`src/rtl/toggle_mon_pkg.sv`:
```
// toggle_mon_pkg: shared types and default sizing for the toggle activity monitor.
// Holds the controller state encoding and the default parameter values
// (observed vector width, per-bit counter width, window-length width).
package toggle_mon_pkg;

  localparam int DEF_NUM_BITS = 3;
  localparam int DEF_CNT_W    = 16;
  localparam int DEF_WIN_W    = 16;

  typedef enum logic [1:0] {
    ST_IDLE   = 2'd0,
    ST_COUNT  = 2'd1,
    ST_REPORT = 2'd2
  } state_t;

endpackage

```
`src/rtl/toggle_counter.sv`:
```
// toggle_counter: one per-bit toggle counter of the activity monitor.
// Ports: clk/rst (async active-high), clr (synchronous clear, wins over en),
// en + tgl (count one toggle), cnt (registered count), cnt_nxt (value cnt takes next edge).
// Optional macro TOGGLE_MON_SAT_EN: saturate at all-ones instead of wrapping.
module toggle_counter
  import toggle_mon_pkg::*;
#(
  parameter int CNT_W = DEF_CNT_W
) (
  input  logic             clk,
  input  logic             rst,
  input  logic             clr,
  input  logic             en,
  input  logic             tgl,
  output logic [CNT_W-1:0] cnt,
  output logic [CNT_W-1:0] cnt_nxt
);

  // cnt_nxt is exported so the parent can register a total that is
  // consistent with the counters on the very edge they update.
  always_comb begin
    cnt_nxt = cnt;
    if (clr) begin
      cnt_nxt = '0;
    end else if (en && tgl) begin
`ifdef TOGGLE_MON_SAT_EN
      if (cnt != {CNT_W{1'b1}}) begin
        cnt_nxt = cnt + CNT_W'(1);
      end
`else
      cnt_nxt = cnt + CNT_W'(1);
`endif
    end
  end

  always_ff @(posedge clk or posedge rst) begin
    if (rst) begin
      cnt <= '0;
    end else begin
      cnt <= cnt_nxt;
    end
  end

endmodule

```
`src/rtl/toggle_activity_monitor.sv`:
```
// toggle_activity_monitor: counts per-bit toggles of an observed vector over a
// window of accepted samples, then presents the counts and their sum for handshake.
// Ports: clk, rst (async active-high); start/abort/cont/win_len control;
// in_valid/in_ready/obs_bits sample input; res_valid/res_ready/res_toggles/res_total
// result output; busy = not idle. Optional macro TOGGLE_MON_SAT_EN: saturating counters.
module toggle_activity_monitor
  import toggle_mon_pkg::*;
#(
  parameter int NUM_BITS = DEF_NUM_BITS,
  parameter int CNT_W    = DEF_CNT_W,
  parameter int WIN_W    = DEF_WIN_W
) (
  input  logic                                 clk,
  input  logic                                 rst,
  input  logic                                 start,
  input  logic                                 abort,
  input  logic                                 cont,
  input  logic [WIN_W-1:0]                     win_len,
  input  logic                                 in_valid,
  output logic                                 in_ready,
  input  logic [NUM_BITS-1:0]                  obs_bits,
  output logic                                 res_valid,
  input  logic                                 res_ready,
  output logic [NUM_BITS*CNT_W-1:0]            res_toggles,
  output logic [CNT_W+$clog2(NUM_BITS):0]      res_total,
  output logic                                 busy
);

  localparam int TOT_W = CNT_W + $clog2(NUM_BITS) + 1;

  state_t              state;
  state_t              state_nxt;
  logic [NUM_BITS-1:0] prev;
  logic                first;
  logic [WIN_W-1:0]    samp_cnt;
  logic [WIN_W-1:0]    win_lat;
  logic [WIN_W-1:0]    samp_inc;
  logic [TOT_W-1:0]    total_q;
  logic [TOT_W-1:0]    total_nxt;
  logic [CNT_W-1:0]    cnt_q [NUM_BITS];
  logic [CNT_W-1:0]    cnt_d [NUM_BITS];

  logic start_acc;
  logic accept;
  logic last;
  logic res_hs;
  logic cnt_clr;
  logic cnt_en;

  // abort overrides everything: it blocks start, sample acceptance and the
  // result handshake in the same cycle.
  assign start_acc = (state == ST_IDLE) && start && !abort;
  assign accept    = (state == ST_COUNT) && in_valid && !abort;
  assign samp_inc  = samp_cnt + WIN_W'(1);
  assign last      = accept && (samp_inc == win_lat);
  assign res_hs    = (state == ST_REPORT) && res_ready && !abort;
  assign cnt_clr   = start_acc || (res_hs && cont);
  // The first sample of a measurement only seeds prev.
  assign cnt_en    = accept && !first;

  assign in_ready  = (state == ST_COUNT);
  assign res_valid = (state == ST_REPORT);
  assign busy      = (state != ST_IDLE);
  assign res_total = total_q;

  always_ff @(posedge clk or posedge rst) begin
    if (rst) begin
      state <= ST_IDLE;
    end else begin
      state <= state_nxt;
    end
  end

  always_comb begin
    state_nxt = state;
    case (state)
      ST_IDLE:   if (start_acc) state_nxt = ST_COUNT;
      ST_COUNT:  if (last)      state_nxt = ST_REPORT;
      ST_REPORT: if (res_hs)    state_nxt = cont ? ST_COUNT : ST_IDLE;
      default:                  state_nxt = ST_IDLE;
    endcase
    if (abort) begin
      state_nxt = ST_IDLE;
    end
  end

  always_ff @(posedge clk or posedge rst) begin
    if (rst) begin
      prev     <= '0;
      first    <= 1'b1;
      samp_cnt <= '0;
      win_lat  <= '0;
      total_q  <= '0;
    end else begin
      total_q <= total_nxt;
      if (start_acc) begin
        win_lat  <= (win_len == '0) ? WIN_W'(1) : win_len;
        samp_cnt <= '0;
        first    <= 1'b1;
      end else if (res_hs && cont) begin
        // Continuous restart keeps prev so the boundary toggle is counted.
        samp_cnt <= '0;
        first    <= 1'b0;
      end else if (accept) begin
        samp_cnt <= samp_inc;
        prev     <= obs_bits;
        first    <= 1'b0;
      end
    end
  end

  // Summing the counters' next values makes total_q track the counters
  // edge for edge, so it is already correct when res_valid rises.
  always_comb begin
    total_nxt = '0;
    for (int i = 0; i < NUM_BITS; i++) begin
      total_nxt = total_nxt + TOT_W'(cnt_d[i]);
    end
  end

  for (genvar i = 0; i < NUM_BITS; i++) begin : g_bit
    toggle_counter #(.CNT_W(CNT_W)) u_cnt (
      .clk     (clk),
      .rst     (rst),
      .clr     (cnt_clr),
      .en      (cnt_en),
      .tgl     (prev[i] ^ obs_bits[i]),
      .cnt     (cnt_q[i]),
      .cnt_nxt (cnt_d[i])
    );
    assign res_toggles[i*CNT_W +: CNT_W] = cnt_q[i];
  end

endmodule

```
`config.mk`:
```
export PLATFORM = sky130hd
export DESIGN_NAME = toggle_activity_monitor
export DESIGN_NICKNAME = d
export VERILOG_FILES = /design/src/rtl/toggle_mon_pkg.sv /design/src/rtl/toggle_counter.sv /design/src/rtl/toggle_activity_monitor.sv
export SDC_FILE = /design/constraint.sdc
export NUM_CORES = 1
export LEC_CHECK = 0
export BUFFER_PORTS_ARGS = -buffer_cell sky130_fd_sc_hd__buf_2
export CORE_ASPECT_RATIO = 1.25
export CORE_MARGIN = 2
export CORE_UTILIZATION = 44
export CTS_CLUSTER_SIZE = 8
export DETAILED_ROUTE_END_ITERATION = 8
export HOLD_SLACK_MARGIN = 0.1
export MAX_ROUTING_LAYER = met4
export SETUP_SLACK_MARGIN = 0.05
export SYNTH_ARGS = -nofsm -noshare
export SYNTH_HDL_FRONTEND = slang
export SYNTH_SLANG_ARGS = --single-unit
```
`constraint.sdc`:
```
create_clock -name clk -period 6.1 [get_ports clk]
set_input_delay 0.305 -clock clk [delete_from_list [all_inputs] [get_ports clk]]
set_output_delay 0.305 -clock clk [all_outputs]
set_load 0.01 [all_outputs]
```
==> impl_metrics.toml <==
[run_status]
outcome = "finished, final reports clean"

[sta]
slew-limit-headroom_pct = 39.6
setup_violations = 0
slew_violations = 0
tightest_slew_ns = 0.907
clock_skew_ns = 0.0160
rsz0062_at_grt = "false"
tns_ns = 0
hold_viol = 0
fmax_mhz = 216
min_period_over_period_pct = 75.9
period_minus_slack_ns = 4.63

[synth]
async_flop_share_pct = 100
ys_seq_elements = 104
ys_types = 57
synthesis.nets = 683
synth_warnings = 0
synth_ff_type = "dfrtp_1"
synth_edf_count = 0
syn_inst = 621
synth.avg_cell_area_um2 = 9.89
ys_seq_area_share_pct = 42.4
syn_area_um2 = 6140

[floorplanning]
die_height_um = 136
ios = 96
coreArea_um2 = 13800
die_w_um = 110
start_util_pct = 44.7
dieArea_um2 = 14900
rows = 48

[place]
portBuffers = 94
gp_congestion = 0.855
dp_hpwl_um = 10600
place_inst = 869

[detailed_routing]
vias = 4619
dr.pass1.iters = 4
top_layer_used = "met4"
drc_errors = 0
wl_met3_um = 456
vias_per_cell = 5.21
routed_wirelength_um = 14100
wl_met1_um = 6030
ant_nets = 0
wl_per_cell_um = 15.9
dr_wl_met2_um = 7370
drt_iter0_drc = 251

[worst_setup_path]
start_kind = "flop"
endpoint_kind = "flop"
slowest_stage = "nor3_2"
worst_ep_arrival_time_ns = 4.87
required_ns = 6.34
crit_path_cell_trace = "nand4bb_1, nor3_2, nand4_1, nor2_1, xnor2_1, or2_2, fa_1, inv_1, ha_1, or3_1, o21bai_1, a21oi_1, o211ai_1, mux2i_1, o2111ai_1"
cpPeakStageDelay_ns = 0.53
path_delay_family = "simple AND/OR/NAND/NOR gates"
worstPathMaxFanout = 7
cp.buffers_inverters = 1
critical_path_class = "reg2reg"

[power]
ir_worst_vdd_uv = 124
leakagePower_nw = 3.58
seq_power_share_pct = 51.1
p_int_w = 0.00109
combinationalPowerShare_pct = 11.2
p_sw_w = 0.000410
power_density_nw_per_um2 = 214
clockPowerShare_pct = 37.7
switching_share_pct = 27.2

[final_layout]
area.growth.synth_to_final_pct = 14.6
diodes = 0
final_core_util_pct = 51.2
mostFrequentLayoutCells = "dfrtp_1, buf_2, nor2_1"
fillers = 1251
instances_no_fill = 886
nNetsFinal = 768
final_common_cell = "dfrtp_1"
drive_above_1_share_pct = 22.6

[global_routing]
gr-total-overflow = 0
antenna_found_initial = 0
grt_pass1_wl_um = 23300
grt_max_degree = 71
grt_pass1_vias = 4707
track_usage_pct = 20.9

[cts]
cts-buffers-inserted = 9
cts_tree = "done"
cts_setup_buffers = 0
clockRootBuffer = "clkbuf_16"
cts.sink_count = 104
htreeDepth = 3
clk_latency_ns = 0.36
clk_pin_slew_ns = 0.09
cts_buffer_depth = 2

[job]
maxCapViolations = 0

[worst_hold_path]
min_path_type = "in2reg"
[path summary, 6_finish.rpt]
path | from | to | slack [ns] | cells past startpoint
setup / recovery | state[1]$_DFFE_PP0P_ | res_total[15]$_DFF_PP0_ | 1.47 | 15
hold reg to reg | samp_cnt[15]$_DFFE_PP0P_ | samp_cnt[15]$_DFFE_PP0P_ | 0.51 | 1
setup reg to reg | state[1]$_DFFE_PP0P_ | res_total[15]$_DFF_PP0_ | 1.47 | 15
hold / removal | abort | state[1]$_DFFE_PP0P_ | 0.19 | 2
max in group asynchronous | rst | win_lat[13]$_DFFE_PP0N_ | 4.30 | 4
min in group asynchronous | rst | g_bit[2].u_cnt.cnt[15]$_DFF_PP0_ | 0.51 | 3
[through the flow]
step	area, um2	hold slack, ns	worst slack (ns)	power, W
after floorplan	6140	0.368	2.14	0.000893
after global placement	6740	0.351	1.45	0.000945
after detailed placement	6740	0.355	1.39	0.000951
after CTS	7040	0.176	1.43	0.00153
after global routing	7040	0.188	1.04	0.00158
final	7040	0.189	1.47	0.00150
[final cells by class]
type / count / area [um2] / area share [%]
clock buffer: 9 / 225 / 3.20
tap: 175 / 219 / 3.11
multi-input combinational: 458 / 3290 / 46.7
timing repair buffer: 99 / 510 / 7.25
inverter: 34 / 130 / 1.85
sequential: 104 / 2600 / 37.0
clock inverter: 7 / 62.6 / 0.889
[power groups by stage]
stage | sequential [W] | clock (W) | combinational, W
after global placement | 0.000782 | 0 | 0.000164
after CTS | 0.000769 | 0.000587 | 0.000171
after floorplan | 0.000776 | 0 | 0.000117
after detailed placement | 0.000782 | 0 | 0.000169
after global routing | 0.000775 | 0.000617 | 0.000188
final | 0.000769 | 0.000568 | 0.000168
[per-layer routing]
metal | vias up | track usage, %
li1 | 2264 | -
met1 | 2240 | 25.9
met2 | 97 | 34.8
met3 | 18 | 3.36
met4 | 0 | 6.40
met5 | - | -
[sequential cells by signal, summed over array words and instances (netlist names)]
name,cells
first,1
g_bit.u_cnt.cnt,48
prev,3
res_total,18
samp_cnt,16
state,2
win_lat,16
[worst register-to-register path: cells and delay by family (launching register included)]
kind / cells / cell delay (ns)
simple gates: 6 / 2.25
compound gates: 4 / 0.78
mux: 1 / 0.19
fa+ha+maj: 2 / 0.73
xor+xnor: 1 / 0.11
buf+inv: 1 / 0.04
flops: 1 / 0.42
[cells by family (layout without fill, tap and decap cells)]
group	Yosys count	after routing	synth area share, %
compound gates	81	81	8.33
simple gates	239	239	20.4
flops	104	104	42.4
other cells	1	1	0.0610
fa+ha+maj	36	36	9.41
buf+inv	59	149	4.24
xor+xnor	80	80	11.4
mux	21	21	3.73
[timing repair]
action | CTS | global route
resized for setup | 0 | 0
hold buffers | 1 | 0
hold endpoints to repair | 34 | 0
[Yosys cell counts, drive strengths merged (2+ instances only)]
library cell	instances	area, um2
a21o	5	37.5
buf	6	46.3
and2	2	13.8
nor3b	5	37.5
or2	23	144
o31ai	8	60.1
xor2	46	403
o2111ai	2	17.5
o21ai	30	150
o211ai	4	35.0
nor2	71	267
nand3	26	153
o22ai	2	12.5
nor3	10	65.1
nand2	53	199
xnor2	34	298
nor4	5	61.3
or3	3	23.8
and4	5	43.8
ha	19	238
a21oi	9	45.0
inv	34	128
o21a	3	22.5
nor2b	8	50.1
clkbuf	19	86.3
fa	17	340
a31oi	7	43.8
mux2	15	169
mux2i	6	60.1
a211oi	5	37.5
o21bai	2	15.0
dfrtp	103	2580
nand4	9	71.3
and3	12	75.1
nand2b	4	25.0
No activity file was read; power rests on OpenSTA's default activity.
